$ cat config.mk
export PLATFORM = sky130hd
export DESIGN_NAME = seq_feeder
export DESIGN_NICKNAME = d
export VERILOG_FILES = /design/src/rtl/seq_feeder.sv
export SDC_FILE = /design/constraint.sdc
export NUM_CORES = 1
export LEC_CHECK = 0
export BUFFER_PORTS_ARGS = -buffer_cell sky130_fd_sc_hd__buf_2
export CAP_MARGIN = 30
export CORE_UTILIZATION = 50
export CTS_CLUSTER_DIAMETER = 120
export CTS_CLUSTER_SIZE = 20
export DETAILED_ROUTE_END_ITERATION = 10
export PLACE_DENSITY = 0.7
export SLEW_MARGIN = 20
export SYNTH_ARGS = -nofsm -noshare
export SYNTH_HDL_FRONTEND = slang
export SYNTH_SLANG_ARGS = --single-unit
$ cat constraint.sdc
create_clock -name i_clk -period 5.7 [get_ports i_clk]
set_input_delay 0.57 -clock i_clk [delete_from_list [all_inputs] [get_ports i_clk]]
set_output_delay 0.57 -clock i_clk [all_outputs]
set_load 0.01 [all_outputs]
$ cat src/rtl/seq_feeder.sv
`default_nettype none
// ============================================================================
// Module   : seq_feeder
// Purpose  : Upstream loader for the systolic PE array. Accepts an ASCII
//            nucleotide stream (valid/ready) and 2-bit encodes each base
//            (A=00 C=01 G=10 T=11, case-insensitive, other bytes -> 00).
//            The first N_PE bases form the query packed on o_B. The
//            following bases (up to MAX_A, ended by i_last) are buffered as
//            the reference. The buffered reference is then played out one
//            base per cycle on o_A while o_start is high, followed by a
//            DRAIN_CYC idle window that ends with an o_done pulse.
// Ports    : i_clk, i_rst (sync, active high)
//            i_valid/o_ready/i_data/i_last : character input handshake
//            o_start/o_A/o_B               : drive to the PE array
//            o_len_A                       : reference length of current job
//            o_busy, o_done                : job status
//            o_bad_char                    : sticky non-ACGT flag, only
//                                            present with FEEDER_BAD_CHAR_EN
// Macro    : FEEDER_BAD_CHAR_EN enables the o_bad_char port and logic.
// Revision : 1.0 - initial release
// ============================================================================
module seq_feeder #(
  parameter int N_PE      = 64,
  parameter int MAX_A     = 200,
  parameter int DRAIN_CYC = N_PE + 2
) (
  input  logic                         i_clk,
  input  logic                         i_rst,
  input  logic                         i_valid,
  output logic                         o_ready,
  input  logic [7:0]                   i_data,
  input  logic                         i_last,
  output logic                         o_start,
  output logic [1:0]                   o_A,
  output logic [2*N_PE-1:0]            o_B,
  output logic [$clog2(MAX_A+1)-1:0]   o_len_A,
  output logic                         o_busy,
`ifdef FEEDER_BAD_CHAR_EN
  output logic                         o_bad_char,
`endif
  output logic                         o_done
);

  localparam int LW = $clog2(MAX_A + 1);
  localparam int BW = (N_PE > 1) ? $clog2(N_PE) : 1;
  localparam int DW = $clog2(DRAIN_CYC + 1);

  localparam logic [1:0] S_LOAD_B = 2'd0;
  localparam logic [1:0] S_LOAD_A = 2'd1;
  localparam logic [1:0] S_RUN    = 2'd2;
  localparam logic [1:0] S_DRAIN  = 2'd3;

  logic [1:0]    state, state_nxt;
  logic [BW-1:0] b_cnt;
  logic [LW-1:0] a_cnt;
  logic [LW-1:0] run_idx;
  logic [LW-1:0] nxt_idx;
  logic [DW-1:0] drain_cnt;
  logic [1:0]    ref_buf [MAX_A];
  logic [1:0]    code;
  logic          xfer;
  logic          b_end;
  logic          a_end;
  logic          run_end;
  logic          drain_last;

  // ASCII to 2-bit base code
  always_comb begin
    code = 2'b00;
    case (i_data)
      8'h43, 8'h63: code = 2'b01;  // C c
      8'h47, 8'h67: code = 2'b10;  // G g
      8'h54, 8'h74: code = 2'b11;  // T t
      default:      code = 2'b00;  // A a, and anything else
    endcase
  end

  assign xfer       = i_valid & o_ready;
  assign b_end      = (state == S_LOAD_B) && xfer && (b_cnt == BW'(N_PE - 1));
  // Reference load ends on i_last or when the buffer becomes full.
  assign a_end      = (state == S_LOAD_A) && xfer &&
                      (i_last || (a_cnt == LW'(MAX_A - 1)));
  assign nxt_idx    = run_idx + 1'b1;
  assign run_end    = (nxt_idx == o_len_A);
  assign drain_last = (drain_cnt == DW'(DRAIN_CYC - 1));

  // State register
  always_ff @(posedge i_clk) begin
    if (i_rst) state <= S_LOAD_B;
    else       state <= state_nxt;
  end

  // Next-state logic
  always_comb begin
    state_nxt = state;
    case (state)
      S_LOAD_B: if (b_end)      state_nxt = S_LOAD_A;
      S_LOAD_A: if (a_end)      state_nxt = S_RUN;
      S_RUN:    if (run_end)    state_nxt = S_DRAIN;
      S_DRAIN:  if (drain_last) state_nxt = S_LOAD_B;
      default:                  state_nxt = S_LOAD_B;
    endcase
  end

  // State-decoded outputs
  always_comb begin
    o_ready = (state == S_LOAD_B) || (state == S_LOAD_A);
    o_busy  = (state == S_RUN) || (state == S_DRAIN);
    o_done  = (state == S_DRAIN) && drain_last;
  end

  // Reference buffer: no reset needed, only read back after being written.
  always_ff @(posedge i_clk) begin
    if ((state == S_LOAD_A) && xfer) ref_buf[a_cnt] <= code;
  end

  // Counters and registered array-side outputs
  always_ff @(posedge i_clk) begin
    if (i_rst) begin
      b_cnt     <= '0;
      a_cnt     <= '0;
      run_idx   <= '0;
      drain_cnt <= '0;
      o_start   <= 1'b0;
      o_A       <= 2'b00;
      o_B       <= '0;
      o_len_A   <= '0;
    end else begin
      case (state)
        S_LOAD_B: begin
          if (xfer) begin
            o_B[{b_cnt, 1'b0} +: 2] <= code;
            b_cnt <= b_end ? '0 : b_cnt + 1'b1;
          end
        end
        S_LOAD_A: begin
          if (xfer) begin
            a_cnt <= a_cnt + 1'b1;
            if (a_end) begin
              o_len_A <= a_cnt + 1'b1;
              a_cnt   <= '0;
              run_idx <= '0;
              o_start <= 1'b1;
              // Base 0 may be arriving on this very edge (len_A==1), so
              // forward it instead of reading the not-yet-written buffer.
              o_A     <= (a_cnt == '0) ? code : ref_buf[0];
            end
          end
        end
        S_RUN: begin
          // o_A is fetched one cycle ahead so bases stream without bubbles.
          if (run_end) begin
            o_start   <= 1'b0;
            o_A       <= 2'b00;
            drain_cnt <= '0;
          end else begin
            o_A     <= ref_buf[nxt_idx];
            run_idx <= nxt_idx;
          end
        end
        S_DRAIN: begin
          drain_cnt <= drain_last ? '0 : drain_cnt + 1'b1;
        end
        default: ;
      endcase
    end
  end

`ifdef FEEDER_BAD_CHAR_EN
  logic is_bad;
  logic bad_flag;

  always_comb begin
    is_bad = 1'b1;
    case (i_data)
      8'h41, 8'h61, 8'h43, 8'h63, 8'h47, 8'h67, 8'h54, 8'h74: is_bad = 1'b0;
      default: is_bad = 1'b1;
    endcase
  end

  // Sticky per job; the first query char of a new job restarts the flag.
  always_ff @(posedge i_clk) begin
    if (i_rst) begin
      bad_flag <= 1'b0;
    end else if (xfer) begin
      if ((state == S_LOAD_B) && (b_cnt == '0)) bad_flag <= is_bad;
      else                                      bad_flag <= bad_flag | is_bad;
    end
  end

  assign o_bad_char = bad_flag;
`endif

endmodule
`default_nettype wire

==> results.yml, run 1 <==
global_route:
  grt_overflow: 0
  first_global_vias: 15200
  grt_pass1_wl_um: 89700
  grt_max_degree: 171
  grt_antenna_before_repair: 0
  grt_usage_pct: 23.7
die:
  die_h_um: 223
  io_pins: 154
  die_w_um: 223
  rows: 80
  initial_utilization_pct: 50.9
  coreArea_um2: 47800
  die_area_um2: 49600
pwr:
  p_per_area_nw_per_um2: 262
  p_sw_uw: 1460
  clkPwrFrac_pct: 35.8
  combPwrFrac_pct: 1.8
  p_sw_share_pct: 20.8
  p_leak_uw: 0.00761
  ir_drop_mv: 0.163
  p_int_uw: 5560
  pwr-share-seq_pct: 62.4
sta:
  tightest_slew_ps: 1030
  slew_headroom_pct: 31.4
  max_freq_mhz: 276
  finalMaxSlewViolations: 0
  fin_ws_ps: 2080
  min_period_over_period_pct: 63.6
  final.setup.tns_ps: 0
  min_period_ps: 3620
  hold_viol: 0
  worst_clock_skew_ps: 52.2
  rsz0062_at_grt: "no"
  final-setup-viol-count: 0
setup_path:
  worst-r2r-cell-count: 9
  crit_arrival_ps: 4060
  endpoint_kind: "flip-flop"
  critPathKind: "flip-flop to flip-flop"
  r2r_slack_ps: 2080
  reg2reg_from: "run_idx[0]"
  crit_chain: "ha_4, buf_4, buf_4, mux4_2, mux4_2, nor2_1, nor4_1, nor3_1, a311oi_1"
  critPathMaxFanout: 55
  reg2reg_to: "o_A[0]"
  required_ps: 6130
  crit_slowest_cell: "ha_4"
  max_stage_delay_ps: 860
  start_kind: "flip-flop"
placement:
  pre_cts_slack_ps: 2040
  placed_area_um2: 25700
  dp_hpwl_um: 38100
  io_buffers: 152
  place_congestion: 0.833
cts:
  worst_skew_pair.late_latency_ps: 580
  cts_tree: "built"
  post_cts_resized: 0
  clock-sinks: 570
  clk_pin_slew_ps: 80
  cts_max_level: 2
  cts_setup_buffers: 0
  cts_made_buffers: 35
  root_buffer: "clkbuf_16"
  cts_hold_buf: 0
  clockBufferDepth: 3
synthesis:
  yosys.cell_types.count: 72
  syn-mean-instance-area_um2: 12.9
  synth.area.top_cells: "edfxtp_1 49%, dfxtp_1 14%, mux4_2 9.6%"
  synth_seq_cells: 570
  syn_nets: 1919
  synth_area_um2: 24300
  synth_edf_count: 400
  async_flop_share_pct: 0
  yosysTopAreaCell: "edfxtp_1"
  synth_warnings: 0
  synth_cells: 1890
  synth-main-ff-cell: "edfxtp_1"
  synth_top_area_share_pct: 49.3
  yosysSeqAreaShare_pct: 63.3
drt:
  wire_per_inst_um: 22.5
  wl_um: 59200
  vias: 15800
  drt-pass1-iter-count: 7
  viasPerCell: 6.03
  drc: 0
  ant_nets: 0
  drt-initial-drc-count: 1402
final_layout:
  nets: 2024
  area_growth_pct: 10.1
  fillers: 3887
  drive_above_1_share_pct: 18.3
  multiInputGateArea_um2: 8350
  antennaDiodeCount: 0
  seqCellArea_um2: 15400
  final_area_um2: 26800
min_path:
  min_from: "i_last"
  min_to: "a_cnt[2]"
  holdPathStages: 3
  hp-class: "input port to flip-flop"
job:
  maxCapViolations: 0
status:
  status: "completed"
## per-layer routing
layer  track usage [%]  routed length, um
met1              33.4              25100
met2              38.3              28200
met3              3.60               4340
met4              6.81               1540
met5                 0                  0
## worst max-delay path by stage
stage / startpoint / end
after floorplan: i_data[0] / ref_buf[0][0]
after global placement: run_idx[0] / o_A[0]
after detailed placement: run_idx[0] / o_A[0]
after CTS: run_idx[0] / o_A[0]
after global routing: run_idx[0] / o_A[0]
final: run_idx[0] / o_A[0]
## state kept, by name, summed over array words and instances (netlist names)
| name | flops |
|---|---|
| ref_buf | 400 |
| o_B | 128 |
| a_cnt | 8 |
| o_len_A | 8 |
| run_idx | 8 |
| drain_cnt | 7 |
| b_cnt | 6 |
| o_A | 2 |
| state | 2 |
| o_start | 1 |
## synthesized netlist by cell type, types with 3 or more instances
cell         n
buf_2       24
inv_1       15
nand2_1    148
mux2_2       3
dfxtp_1    170
buf_4       13
a31oi_1      4
nor3_1      19
nor3b_1     11
a21oi_1     78
nand4b_1     4
a32o_1       6
mux2i_1     91
o21ai_0     78
a311oi_1     3
o2111ai_1    4
xnor3_1      3
a211oi_1     9
nand3_1     40
or3_1        3
nor4b_1      3
mux4_2     104
nand3b_1     6
ha_1        17
a211o_1      3
a22oi_1      7
nor2_4       8
and3_1      16
clkbuf_1    80
buf_6        5
and2_1       5
or2_2        3
xor2_1      10
xnor2_1     17
nand4_1     16
edfxtp_1   400
nor2_1     407
and4_1       3
nor2b_1      9
## critical path: cells and delay by family (launching register included)
kind | cells | cell delay, ps
muxes | 2 | 800
adders and majority gates | 1 | 860
and+or+nand+nor | 3 | 450
AOI/OAI and AO/OA | 1 | 110
buffers and inverters | 2 | 740
DFF | 1 | 450
## logic make-up after synthesis
| kind of cell | Yosys count | synth area share [%] |
|---|---|---|
| adders and majority gates | 17 | 0.874 |
| AOI/OAI and AO/OA | 215 | 5.24 |
| DFF | 570 | 63.3 |
| buffers and inverters | 140 | 2.64 |
| xor gates and xnor gates | 33 | 1.51 |
| and+or+nand+nor | 717 | 12.9 |
| muxes | 198 | 13.5 |
## cell type report
cell class	count	area share, %
Multi-Input combinational cell	1180	31.2
Clock buffer	47	3.44
Inverter	15	0.210
Clock inverter	4	0.243
Tap cell	615	2.87
Timing Repair Buffer	193	4.53
Sequential cell	570	57.5
## metrics by stage
stage          total power, uW  hold slack [ps]  instances  util, %
2_1_floorplan             4560              488       1890        -
3_3_place_gp              4590              458       2558     53.4
3_5_place_dp              4600              464       2569     53.8
4_1_cts                   7060              301       2620     55.9
5_1_grt                   7210              348       2624     56.0
6_report                  7020              340       2624     56.0
## power groups by stage
stage	clock network (uW)	logic [uW]	registers [uW]
after global routing	2690	137	4380
after global placement	0	115	4480
after detailed placement	0	123	4480
after CTS	2560	123	4380
after floorplan	0	84.7	4480
final	2520	125	4380
## cell usage in the layout, fill, tap and decap left out, drive strengths merged, types with 16 or more instances in the layout
master  Yosys  final
buf        44    192
mux4      104    104
nor2      415    415
inv        15     18
clkbuf     81     48
nor3       19     19
a21oi      79     79
nand4      16     16
nand3      40     40
nand2     150    150
dfxtp     170    170
mux2i      91     91
ha         17     17
o21ai      79     79
xnor2      17     17
and3       16     16
edfxtp    400    400
Power figures use the tool's default switching activity.
==> inputs of run 2 (changes only) <==
--- a/config.mk
+++ b/config.mk
@@ -5,6 +5,7 @@
 export SDC_FILE = /design/constraint.sdc
 export NUM_CORES = 1
 export LEC_CHECK = 0
+export ABC_AREA = 1
 export BUFFER_PORTS_ARGS = -buffer_cell sky130_fd_sc_hd__buf_2
 export CAP_MARGIN = 30
 export CORE_UTILIZATION = 50
==> constraint.sdc (replaced) <==
create_clock -name i_clk -period 3.1 [get_ports i_clk]
set_input_delay 0.31 -clock i_clk [delete_from_list [all_inputs] [get_ports i_clk]]
set_output_delay 0.31 -clock i_clk [all_outputs]
set_load 0.01 [all_outputs]
==> run 2 against run 1 <==
Worst hold slack worse by 210 ps. Largest power group unchanged. Total power is 120% higher. First-iteration DRC count is 38% higher. Flip-flop and latch count stayed put. Critical path type unchanged. Area after synthesis is 2.3% higher.
==> results.yml, run 2 <==
status:
  status: "completed"
cts:
  clk_pin_slew_ps: 90
  root_buffer: "clkbuf_16"
  clockBufferDepth: 3
  clock-sinks: 570
  worst_skew_pair.late_latency_ps: 590
  cts_hold_buf: 0
  post_cts_resized: 0
  cts_tree: "built"
  cts_made_buffers: 34
  cts_setup_buffers: 0
  cts_max_level: 2
pwr:
  p_leak_uw: 0.00990
  p_per_area_nw_per_um2: 553
  ir_drop_mv: 0.459
final_layout:
  final_cells: 3412
  nets: 2763
  multiInputGateArea_um2: 8270
  reg.largest.list: "ref_buf x400, o_B x128"
  antennaDiodeCount: 0
  area_growth_pct: 9.83
  largest_register_ffs: 400
  final_common_cell: "nor2_1"
  fillers: 4369
  seqCellArea_um2: 15400
  drive_above_1_share_pct: 11.5
  mostFrequentLayoutCells: "517 x nor2_1, 440 x nand2_1, 400 x edfxtp_1, 243 x nand3_1, 203 x o21ai_0"
  top_register: "ref_buf"
placement:
  io_buffers: 152
  place_congestion: 0.878
  dp_hpwl_um: 39900
  pre_cts_slack_ps: 423
  placedCellCount: 3362
synthesis:
  synth_seq_cells: 570
  synth_fa_ha_area_share_pct: 0.854
  synth-main-ff-cell: "edfxtp_1"
  yosys.area_share.xor_xnor_pct: 0.457
  yosysTopAreaCell: "edfxtp_1"
  synth_common_cells: "517 x nor2_1, 440 x nand2_1, 400 x edfxtp_1, 243 x nand3_1, 203 x o21ai_0"
  synth_top_area_share_pct: 48.2
  synth_cells: 2650
  yosysSeqAreaShare_pct: 61.9
  synth_edf_count: 400
  synth_top_family_by_area: "simple AND/OR/NAND/NOR gates"
  synthMuxAreaShare_pct: 0.0402
  synth_warnings: 0
  syn-mean-instance-area_um2: 9.39
  syn_nets: 2679
  synth.area.top_cells: "edfxtp_1 48%, dfxtp_1 14%, nor2_1 7.8%"
  async_flop_share_pct: 0
  synthMostInstantiatedCell: "nor2_1"
  yosys.cell_types.count: 42
  synth_area_um2: 24900
  synth_compound_gate_area_share_pct: 9.57
  synth-simple-area-share_pct: 22.1
global_route:
  grt_antenna_before_repair: 0
  grt_pass1_wl_um: 99800
  first_global_vias: 18300
  grt_max_degree: 210
  grt_usage_pct: 25.4
  grt_overflow: 0
die:
  die_h_um: 225
  die_area_um2: 50700
  io_pins: 154
  die_w_um: 225
  rows: 81
  coreArea_um2: 49100
  initial_utilization_pct: 50.8
sta:
  hold_viol: 0
  max_freq_mhz: 367
  slew_headroom_pct: 24.3
  rsz0062_at_grt: "no"
  worst_clock_skew_ps: 31.7
  min_period_over_period_pct: 87.9
  final.setup.tns_ps: 0
  finalMaxSlewViolations: 0
  final-setup-viol-count: 0
  min_period_ps: 2720
  tightest_slew_ps: 1130
  fin_ws_ps: 376
drt:
  wire_per_inst_um: 19.1
  vias: 19200
  wl_um: 65000
  ant_nets: 0
  drc: 0
  drt-pass1-iter-count: 5
  viasPerCell: 5.64
  drt-initial-drc-count: 1937
job:
  maxCapViolations: 0
setup_path:
  required_ps: 3640
  endpoint_kind: "flip-flop"
  start_kind: "flip-flop"
  critPathMaxFanout: 15
  crit_arrival_ps: 3260
  critPathKind: "flip-flop to flip-flop"
min_path:
  hp-class: "input port to flip-flop"
[run 2: cell count changes after synthesis, moves of 16 or more]
cell | previous run | this run
inv_1 | 15 | 146
o21ai_0 | 78 | 203
a21oi_1 | 78 | 166
nor2_1 | 407 | 517
o21ai_1 | 1 | 48
mux2i_1 | 91 | 1
nand2_1 | 148 | 440
nand3_1 | 40 | 243
buf_2 | 24 | 40
mux4_2 | 104 | 0
and3_1 | 16 | 0
o211ai_1 | 1 | 22
[run 2: final timing paths]
| kind | startpoint | end | slack (ps) | depth (start not counted) |
|---|---|---|---|---|
| min reg2reg | o_B[72] | o_B[72] | 470 | 2 |
| max | state[1] | o_A[1] | 380 | 14 |
| min | i_valid | a_cnt[0] | 130 | 3 |
| max reg2reg | state[1] | o_A[1] | 380 | 14 |
[run 2: cell families after synthesis]
logic type / after synthesis
flops: 570
compound gates: 456
simple gates: 1281
fa+ha+maj: 17
xor+xnor: 13
buf+inv: 312
mux: 1
[run 2: cell type report]
cell class	instances	area share, %
Multi-Input combinational cell	1768	30.2
Sequential cell	570	56.4
Timing Repair Buffer	198	4.59
Clock buffer	46	3.35
Clock inverter	4	0.156
Inverter	162	2.24
Tap cell	664	3.04
[run 2: routing by layer]
| layer | GRT usage [%] | wire [um] | vias to the layer above |
|---|---|---|---|
| met5 | 0 | 0 | - |
| met4 | 8.49 | 1890 | 0 |
| met1 | 34.1 | 27100 | 9228 |
| li1 | - | - | 9090 |
| met2 | 41.0 | 30400 | 790 |
| met3 | 5.20 | 5650 | 123 |
[run 2: power breakdown]
part	leakage [uW]	total, uW	internal, uW	switching [uW]
logic	0.00474	2310	637	1680
clock network	0.000463	4590	2100	2490
registers	0.00470	8210	8130	76.6
[run 2: stage by stage]
step,hold slack [ps],instance area (um^2),total power [uW],util (%)
2_1_floorplan,458,24900,10000,-
3_3_place_gp,447,26400,10600,53.8
3_5_place_dp,454,26400,10700,53.8
4_1_cts,105,27300,15200,55.7
5_1_grt,157,27300,15700,55.7
6_report,126,27300,15100,55.7
[run 2: worst max-delay path: stages (launching register included)]
cell and delay (ps):
dfxtp_1 350, inv_1 110, ha_1 240, nand2_1 270, inv_1 410, o21ai_2 270, nand2_1 190, o21ai_2 110
inv_2 100, nand3_2 140, nor2_1 180, nand2_1 80, nand3_1 80, nand2_1 60, inv_1 70
